<file path="src/rtl/mix_core.sv">
// Two-source gain/sum/saturate mixer; result held on mix_out for a full ws slot.
// Optional build macro MIX_HOLD_LAST_EN: a stale source reuses its last sample instead of contributing 0.
module mix_core #(
    parameter int unsigned DW        = 16,
    parameter int unsigned GW        = 4,
    parameter int unsigned GAIN_FRAC = 3
) (
    input  logic          clk,
    input  logic          rst,
    input  logic          ws,
    input  logic [DW-1:0] a_data,
    input  logic          a_valid,
    input  logic [DW-1:0] b_data,
    input  logic          b_valid,
    input  logic [GW-1:0] gain_a,
    input  logic [GW-1:0] gain_b,
    input  logic          sat_clr,
    output logic [DW-1:0] mix_out,
    output logic          mix_rdy,
    output logic          sat_flag,
    output logic          ovr_flag
);

    localparam int unsigned PW = DW + GW;
    localparam logic signed [PW:0] SAT_MAX = (PW+1)'(2**(DW-1) - 1);
    localparam logic signed [PW:0] SAT_MIN = ~SAT_MAX;

    typedef enum logic [1:0] {S_IDLE, S_MULA, S_MULB, S_SUM} state_t;

    state_t               r_state;
    logic                 r_ws_q;
    logic [DW-1:0]        r_hold_a, r_hold_b;
    logic                 r_fa, r_fb;
    logic [DW-1:0]        r_snap_a, r_snap_b;
    logic [GW-1:0]        r_ga, r_gb;
    logic signed [PW-1:0] r_pa, r_pb;
    logic [DW-1:0]        r_mix_out;
    logic                 r_mix_rdy, r_sat, r_ovr;

    logic                 w_edge;
    logic [DW-1:0]        w_snap_a, w_snap_b;
    logic signed [PW:0]   w_op, w_gn, w_prod, w_sum;
    logic signed [PW-1:0] w_scaled;
    logic                 w_hi, w_lo;
    logic [DW-1:0]        w_clip;

    assign w_edge = ws ^ r_ws_q;

`ifdef MIX_HOLD_LAST_EN
    assign w_snap_a = r_fa ? r_hold_a : r_hold_a;
    assign w_snap_b = r_fb ? r_hold_b : r_hold_b;
`else
    assign w_snap_a = r_fa ? r_hold_a : '0;
    assign w_snap_b = r_fb ? r_hold_b : '0;
`endif

    // One shared multiplier: source A in MULA, source B in MULB
    always_comb begin
        w_op     = (r_state == S_MULB) ? {{(GW+1){r_snap_b[DW-1]}}, r_snap_b}
                                       : {{(GW+1){r_snap_a[DW-1]}}, r_snap_a};
        w_gn     = (r_state == S_MULB) ? {{(DW+1){1'b0}}, r_gb}
                                       : {{(DW+1){1'b0}}, r_ga};
        w_prod   = w_op * w_gn;
        w_scaled = PW'(w_prod >>> GAIN_FRAC);
        w_sum    = {r_pa[PW-1], r_pa} + {r_pb[PW-1], r_pb};
        w_hi     = (w_sum > SAT_MAX);
        w_lo     = (w_sum < SAT_MIN);
        if (w_hi)
            w_clip = {1'b0, {(DW-1){1'b1}}};
        else if (w_lo)
            w_clip = {1'b1, {(DW-1){1'b0}}};
        else
            w_clip = w_sum[DW-1:0];
    end

    always_ff @(posedge clk) begin
        if (rst) begin
            r_state   <= S_IDLE;
            r_ws_q    <= 1'b0;
            r_hold_a  <= '0;
            r_hold_b  <= '0;
            r_fa      <= 1'b0;
            r_fb      <= 1'b0;
            r_snap_a  <= '0;
            r_snap_b  <= '0;
            r_ga      <= '0;
            r_gb      <= '0;
            r_pa      <= '0;
            r_pb      <= '0;
            r_mix_out <= '0;
            r_mix_rdy <= 1'b0;
            r_sat     <= 1'b0;
            r_ovr     <= 1'b0;
        end else begin
            r_ws_q    <= ws;
            r_mix_rdy <= 1'b0;

            // A valid on the edge cycle belongs to the next slot
            if (a_valid) begin
                r_hold_a <= a_data;
                r_fa     <= 1'b1;
            end else if (w_edge) begin
                r_fa     <= 1'b0;
            end
            if (b_valid) begin
                r_hold_b <= b_data;
                r_fb     <= 1'b1;
            end else if (w_edge) begin
                r_fb     <= 1'b0;
            end

            if (sat_clr)
                r_sat <= 1'b0;

            if (w_edge) begin
                if (r_state != S_IDLE)
                    r_ovr <= 1'b1;
                r_snap_a <= w_snap_a;
                r_snap_b <= w_snap_b;
                r_ga     <= gain_a;
                r_gb     <= gain_b;
                r_state  <= S_MULA;
            end else begin
                case (r_state)
                    S_MULA: begin
                        r_pa    <= w_scaled;
                        r_state <= S_MULB;
                    end
                    S_MULB: begin
                        r_pb    <= w_scaled;
                        r_state <= S_SUM;
                    end
                    S_SUM: begin
                        r_mix_out <= w_clip;
                        r_mix_rdy <= 1'b1;
                        if (w_hi || w_lo)
                            r_sat <= 1'b1;
                        r_state   <= S_IDLE;
                    end
                    default: r_state <= S_IDLE;
                endcase
            end
        end
    end

    assign mix_out  = r_mix_out;
    assign mix_rdy  = r_mix_rdy;
    assign sat_flag = r_sat;
    assign ovr_flag = r_ovr;

endmodule
</file>
<file path="config.mk">
export PLATFORM = sky130hd
export DESIGN_NAME = mix_core
export DESIGN_NICKNAME = d
export VERILOG_FILES = /design/src/rtl/mix_core.sv
export SDC_FILE = /design/constraint.sdc
export NUM_CORES = 1
export LEC_CHECK = 0
export CORE_MARGIN = 1
export CORE_UTILIZATION = 59
export DETAILED_ROUTE_END_ITERATION = 10
export PLACE_DENSITY = 0.82
export SYNTH_ARGS = -nofsm -noshare
export SYNTH_HDL_FRONTEND = slang
export SYNTH_SLANG_ARGS = --single-unit
</file>
<file path="constraint.sdc">
create_clock -name clk -period 7.3 [get_ports clk]
set_clock_uncertainty 0.05 [all_clocks]
set_input_delay 1.46 -clock clk [delete_from_list [all_inputs] [get_ports clk]]
set_output_delay 1.46 -clock clk [all_outputs]
set_load 0.05 [all_outputs]
</file>
==> results of run 1 <==
[kinds of logic (layout without fill, tap and decap cells)]
group                      after synthesis  count (layout)  synth area share [%]
xor gates and xnor gates                32              32                  3.52
buffers and inverters                  116             177                  5.59
adders and majority gates               95              95                  18.1
muxes                                   57              57                  7.24
and+or+nand+nor                        280             280                  15.3
DFF                                    132             132                  33.2
AOI/OAI and AO/OA                      196             196                  17.0
[registers in the layout (all words and copies together), names as in the netlist]
register / flops
r_pb: 18
r_fb: 1
r_hold_a: 16
r_hold_b: 16
r_snap_a: 16
r_gb: 4
r_snap_b: 16
r_fa: 1
mix_out: 16
sat_flag: 1
ovr_flag: 1
mix_rdy: 1
r_pa: 18
r_state: 2
r_ga: 4
r_ws_q: 1
[layer usage]
metal  global-route usage (%)  vias up
met5                        0        -
met4                     9.70        0
met3                     5.12       28
met2                     42.0      131
met1                     28.7     2894
li1                         -     3213
[power groups by stage]
stage                     registers, mW  logic (mW)  clock network [mW]
after floorplan                   0.774      0.0904                   0
after global placement            0.771       0.144                   0
after detailed placement          0.772       0.147                   0
after CTS                         0.757       0.148               0.879
after global routing              0.759       0.163               0.913
final                             0.757       0.148               0.871
[through the flow]
stage	area (um2)	utilization [%]	hold slack (ps)	total power [mW]	worst slack [ps]
2_1_floorplan	7960	-	381	0.864	1980
3_3_place_gp	8720	66.1	396	0.915	1660
3_5_place_dp	8720	66.1	398	0.919	1450
4_1_cts	9330	70.8	409	1.78	1340
5_1_grt	9330	70.8	419	1.83	1020
6_report	9330	70.8	407	1.78	1300
[layout make-up]
cell class              instances  area (um2)
multi-input cells             660        4880
fillers                      1008        3860
flip-flops and latches        132        2640
repair buffers                 72         698
clock buffers                  22         484
inverters                      75         282
well taps                     176         220
clock inverters                 8         125
[worst max-delay path: stages (launching register included)]
cell and delay, ps:
sky130_fd_sc_hd__dfxtp_1 330, sky130_fd_sc_hd__inv_1 100, sky130_fd_sc_hd__ha_1 760, sky130_fd_sc_hd__mux2i_1 280, sky130_fd_sc_hd__buf_4 230, sky130_fd_sc_hd__nor2_1 70
sky130_fd_sc_hd__ha_1 320, sky130_fd_sc_hd__fa_1 540, sky130_fd_sc_hd__inv_1 50, sky130_fd_sc_hd__fa_1 520, sky130_fd_sc_hd__inv_1 40, sky130_fd_sc_hd__ha_1 340
sky130_fd_sc_hd__and3_1 220, sky130_fd_sc_hd__a221oi_1 290, sky130_fd_sc_hd__o2bb2ai_1 170, sky130_fd_sc_hd__o41ai_1 690, sky130_fd_sc_hd__o31ai_1 230, sky130_fd_sc_hd__a31o_2 320
sky130_fd_sc_hd__o311ai_0 310
[Yosys cell counts (9+ instances only)]
library cell,instances
sky130_fd_sc_hd__inv_1,75
sky130_fd_sc_hd__a211oi_1,19
sky130_fd_sc_hd__mux2i_1,52
sky130_fd_sc_hd__xor2_1,9
sky130_fd_sc_hd__fa_1,34
sky130_fd_sc_hd__a22o_1,32
sky130_fd_sc_hd__o21ai_0,22
sky130_fd_sc_hd__ha_1,61
sky130_fd_sc_hd__nor2_1,122
sky130_fd_sc_hd__a21o_1,14
sky130_fd_sc_hd__or2_2,9
sky130_fd_sc_hd__dfxtp_1,132
sky130_fd_sc_hd__xnor2_1,23
sky130_fd_sc_hd__clkbuf_1,36
sky130_fd_sc_hd__nand2_1,94
sky130_fd_sc_hd__a21oi_1,63
[worst max-delay path by stage]
| stage | end | cells after the start | slack (ps) |
|---|---|---|---|
| global route | r_pa[16] | 18 | 1020 |
| detailed placement | r_pa[16] | 18 | 1450 |
| floorplan | r_pa[16] | 19 | 1980 |
| CTS | r_pa[16] | 18 | 1340 |
| global placement | r_pa[16] | 18 | 1660 |
| finish | r_pa[16] | 18 | 1300 |
==> summary by stage, run 1 <==
Setup path
The origin of the worst setup path is r_state[0]. The worst setup path is captured at a flop. The maximum net fanout on the critical path is 21.

The worst setup path is launched from a flop. In this run the critical register-to-register path is launched from r_state[0]. STA puts the critical path data required time at 7560 ps. The path depth of the worst reg2reg path is 18. The worst register-to-register path ends at r_pa[16].

At the worst endpoint, the arrival time is 6260 ps. The register-to-register setup slack is 1300 ps. The type of the setup path with the least slack is reg2reg.

Power
The switching share of power is 22.6%. The clock share of power is 49.0%. IR analysis of the VDD net gives a maximum drop of 0.178 mV. The leakage power summed over all cells is 4.02 nW.

The combinational power share is 8.3%. For this design the ratio of total power to cell area is 190 mW/mm2. Sequential cells account for 42.6% of the total power.

The internal portion of the total power is 1.37 mW. The switching power is 0.401 mW.

Detailed routing
Summed over all nets, wire length on met3 after detailed routing comes to 523 um. The length of routed wiring on met1 is 7110 um. The detailed-route vias per instance is 5.47.

The total DRC errors in the routed layout is 0. The detail-routed net length per standard cell is 13.8 um. The final routed wirelength across all metal layers is 15800 um.

The routed layout has 6266 vias. In this run, the number of DRC markers left after iteration 0 of detailed routing was 289. In the detailed route, the total length drawn on met2 is 7770 um. The highest signal layer in the routed design is met4. The detail route stage leaves a number of antenna-violating nets equal to 0. The detailed-routing iteration count for the pre-antenna-repair pass is 4.

Place
Port buffering added 64 buffers. The placed wire-length estimate is 11700 um. The number of placed instances, taps included, is 1115.

The placer congestion estimate is 0.904.

Floorplanning
Measured along the y axis, the die boundary spans 118 um. The chip width is 118 um. The effective utilization at floorplan is 60.4%. After floorplanning, the core was divided into 42 placement rows.

The total die area is 0.0140 mm2. The top-level I/O count is 65. The area of the core region is 0.0132 mm2.

Logic synthesis
The fraction of the yosys area taken by sequential cells is 33.2%. sky130_fd_sc_hd__dfxtp_1 takes more of the synthesized area than any other cell. The proportion of register bits with asynchronous set or reset after synthesis is 0%. In this run the biggest area consumer among cell types represents 33.2% of the synthesized area.

Counting every instance in the synthesized netlist gives 908. Ranked by total cell area, the synthesized netlist is headed by sky130_fd_sc_hd__dfxtp_1, sky130_fd_sc_hd__ha_1, sky130_fd_sc_hd__fa_1, sky130_fd_sc_hd__mux2i_1, sky130_fd_sc_hd__nor2_1. The netlist area before placement is 0.00796 mm2. The synthesized design contains 132 register bits.

When the netlist entered floorplanning its net count stood at 1049. In the synthesized netlist the dominant register cell turns out to be sky130_fd_sc_hd__dfxtp_1. Synthesis instantiated 60 different standard cells from the library. The number of synthesized flops with an enable pin is 0. The mean post-synth cell area is 8.77 um2.

The Yosys step of the flow raised 0 warnings.

STA
The total count of hold-check failures in the final report is 0. The post-layout minimum cycle time is 6000 ps. The setup TNS is 0 ps.

Setup repair after global routing left no endpoint under its margin. Of the available clock period, the critical path in the final layout requires 82.2%. The actual slew at the worst max-slew pin is 998 ps.

For this run, the top clock speed supported by timing is 167 MHz. Setup violations remaining at the end of the flow were counted as 0. The remaining max-slew budget at the tightest pin is 33.2%. The max-slew violation total from the final report was 0.

Finish
The most frequent standard cell in the layout excluding fill and tap cells is sky130_fd_sc_hd__dfxtp_1. The ratio of cells with drive above 1 in the final layout is 6.30%. The layout-stage area growth over the synthesis result is 17.2%. The number of nets at the end of the flow is 1099.

The top cell types in the final layout, fill and taps aside, are sky130_fd_sc_hd__dfxtp_1, sky130_fd_sc_hd__nor2_1, sky130_fd_sc_hd__nand2_1. The repair_antennas step left the layout with diodes totalling 0. The finished layout holds 1145 standard cells, fillers aside.

Clock tree
The clock tree buffer depth is 2. The clock tree root driver cell is sky130_fd_sc_hd__clkbuf_16. The buffer count from post-CTS setup fixing is 0. The clock latency on the worst-skew pair is 420 ps.

The number of H-tree levels is 4. TritonCTS built the clock tree. The clock drives 132 sinks. After clock tree synthesis, the repair step resized 0 gates.

The total of hold buffers inserted after clock tree synthesis is 0. Buffers inserted during clock tree synthesis total 17. The CTS clock-pin slew for the worst setup and hold paths is 60 ps.

GRT
The number of global-route vias before repair came to 6078. Entering global routing, the biggest net connects 66 pins. The global-route total usage across every layer is 24.1%.

For this run the aggregate overflow at the end of global routing stands at 0. The first-pass GRT wire length is 27400 um. The initial antenna violation count is 0.

Worst hold path
The worst hold path begins at r_pb[7]. The number of instances on the worst hold path is 2. The sink of the worst hold path is r_pb[7]. The type of the worst min-delay path is reg2reg.

Job
The max-capacitance violation count is 0.

Outcome
The flow ran to the end, and the final reports show no timing, DRC or antenna violations.
No activity file was read; power rests on OpenSTA's default activity.
==> inputs of run 2 (changes only) <==
==> constraint.sdc (replaced) <==
create_clock -name clk -period 5.59 [get_ports clk]
set_clock_uncertainty 0.05 [all_clocks]
set_input_delay 1.118 -clock clk [delete_from_list [all_inputs] [get_ports clk]]
set_output_delay 1.118 -clock clk [all_outputs]
set_load 0.05 [all_outputs]
==> run 2 against run 1 <==
Utilization is 0.37 points higher. Final area is 0.52% higher. Combinational power is 32% higher. Register-to-register slack worse by 990 ps. Die area stayed put. Clock-buffer cell count is 1 lower. Clock power is 30% higher. Largest cell class unchanged.
==> summary by stage, run 2 (synthesized netlist as in run 1, its figures left out) <==
Floorplanning
Measured along the y axis, the die boundary spans 118 um. The core region is 0.0132 mm2. The number of rows created at floorplan is 42. During I/O placement, the number of pins put on the boundary was 65. The die covers 0.0140 mm2.

The effective utilization at floorplan is 60.4%. The chip width is 118 um.

Setup path
The maximum net fanout on the critical path is 31. The nature of the critical path endpoint is a flop. For the worst setup path, the data required time is 5850 ps. By startpoint and endpoint, the worst setup path is classified as reg2reg. At the worst endpoint, the arrival time is 5550 ps. STA classifies the critical path startpoint as a flop.

STA
After layout, the worst path uses 94.5% of the clock period. The max-slew violation total from the final report is 0. The post-layout minimum cycle time is 5280 ps. Timing would allow up to 189 MHz. The total count of hold-check failures in the final report was 0. The worst pin sits at a relative slew slack of 28.7%. Setup repair after global routing left no endpoint under its margin.

Setup violations remaining at the end of the flow were counted as 0. Setup slack closes at 307 ps. At the pin with the least slew margin, the transition time is 1070 ps.

In the final timing run, aggregate negative setup slack is 0 ps.

Clock tree
The H-tree generated during clock tree synthesis spans 4 levels. Buffers inserted to repair hold after CTS numbered 0. The clock drives 132 sinks. TritonCTS built the clock tree.

The clock tree buffer depth is 2. The CTS clock-pin slew for the worst setup and hold paths is 60 ps. The tree is rooted in a sky130_fd_sc_hd__clkbuf_16.

The clock buffer count from CTS is 17. The clock latency on the worst-skew pair is 420 ps.

Detailed routing
For this run, design rule violations remaining after detail routing come to 0. The DRC violation total after the first TritonRoute iteration is 292. The routed layout has 6317 vias. The detailed-route vias per instance is 5.49.

The final layout contains routed wiring with a total length of 15900 um. The detailed-routing iteration count for the pre-antenna-repair pass is 5. After detailed routing, the average wire length per cell comes to 13.8 um. Once detail routing completed, the nets flagged for antenna violations numbered 0.

Finish
At the end of the flow, the number of nets in the layout was 1102. The most frequent standard cell in the layout excluding fill and tap cells is sky130_fd_sc_hd__dfxtp_1. The layout has 1049 filler cells. In the layout the commonest cells are sky130_fd_sc_hd__dfxtp_1, sky130_fd_sc_hd__nor2_1, sky130_fd_sc_hd__nand2_1. The repair_antennas step left the layout with diodes totalling 0. In the final layout, the share of cells above drive strength 1 is 7.19%.

The finished layout holds 1150 standard cells, fillers aside. From synthesis to final layout, the design area changed by 17.8%. In the final layout, the registers with the most flip-flops are r_pa: 18 flops, r_pb: 18 flops.

GRT
After global routing the overflow that remains totals 0. The first global-routing pass estimated 27700 um of wire. The number of global-route vias before repair is 6094. For this run, the total global-route usage over all layers was measured as 24.2%. Entering global routing, the biggest net connects 68 pins. The initial antenna violation count is 0.

Place
Routability-driven placement finished with a final weighted congestion of 0.870. The placed wire-length estimate is 11500 um. The placed cell count is 1118. Port buffering added 64 buffers.

Prior to clock tree synthesis, the placed netlist has a worst setup slack of 222 ps.

Outcome
The run finished with clean final reports.

Worst hold path
The type of the worst min-delay path is reg2reg.

Job
Across the run, the number of max-cap violations was 0.

Power
The power density of the placed cells is 246 mW/mm2. The maximum resistive drop on vdd is 0.193 mV. The leakage power summed over all cells is 4.05 nW.
-- run 2: final timing paths --
kind	start	end	slack, ps	depth (start not counted)
hold / removal	mix_out[15]	mix_out[15]	410	2
setup / recovery	r_state[0]	r_pb[16]	310	20
setup reg to reg	r_state[0]	r_pb[16]	310	20
hold reg to reg	mix_out[15]	mix_out[15]	410	2
-- run 2: power breakdown --
group | total [mW] | internal (mW) | switching (mW)
Sequential | 0.989 | 0.970 | 0.0190
Combinational | 0.196 | 0.0853 | 0.110
Clock | 1.13 | 0.704 | 0.422
Total | 2.31 | 1.76 | 0.552
-- run 2: layout make-up --
type	instances	area, um2	area share (%)
clock buffer	21	480	5.12
timing repair buffer	75	733	7.82
multi-input combinational	660	4900	52.2
clock inverter	11	125	1.33
sequential	132	2640	28.2
inverter	75	282	3.00
tap	176	220	2.35
-- run 2: per-layer routing --
layer	up-vias	track usage [%]	wire length, um
li1	3213	-	-
met1	2954	29.8	7310
met2	123	41.9	7880
met3	27	4.10	443
met4	0	9.86	294
met5	-	0	0
-- run 2: repair_timing --
action / 4_1_cts / 5_1_grt
gates resized for setup: 0 / 3
setup endpoints to repair: 0 / 4
setup buffers: 0 / 0
-- run 2: stage by stage --
stage          total power, mW  area [um2]  util, %  hold slack (ps)
6_report                  2.31        9380     71.1              410
2_1_floorplan             1.13        7960        -              381
5_1_grt                   2.39        9380     71.1              423
3_3_place_gp              1.20        8760     66.4              397
4_1_cts                   2.32        9360     71.0              411
3_5_place_dp              1.20        8760     66.4              401
-- run 2: critical path, cell delays in order (launching register included) --
cell and delay (ps):
sky130_fd_sc_hd__dfxtp_1 330, sky130_fd_sc_hd__inv_1 110, sky130_fd_sc_hd__ha_1 200, sky130_fd_sc_hd__buf_12 210, sky130_fd_sc_hd__mux2i_1 220, sky130_fd_sc_hd__buf_4 230
sky130_fd_sc_hd__nor2_1 70, sky130_fd_sc_hd__ha_1 330, sky130_fd_sc_hd__fa_1 550, sky130_fd_sc_hd__inv_1 60, sky130_fd_sc_hd__fa_1 520, sky130_fd_sc_hd__inv_1 40
sky130_fd_sc_hd__ha_1 340, sky130_fd_sc_hd__and3_1 240, sky130_fd_sc_hd__a221oi_1 300, sky130_fd_sc_hd__o2bb2ai_1 170, sky130_fd_sc_hd__o41ai_1 320, sky130_fd_sc_hd__buf_4 200
sky130_fd_sc_hd__o31ai_1 100, sky130_fd_sc_hd__a31o_2 290, sky130_fd_sc_hd__o311ai_0 290
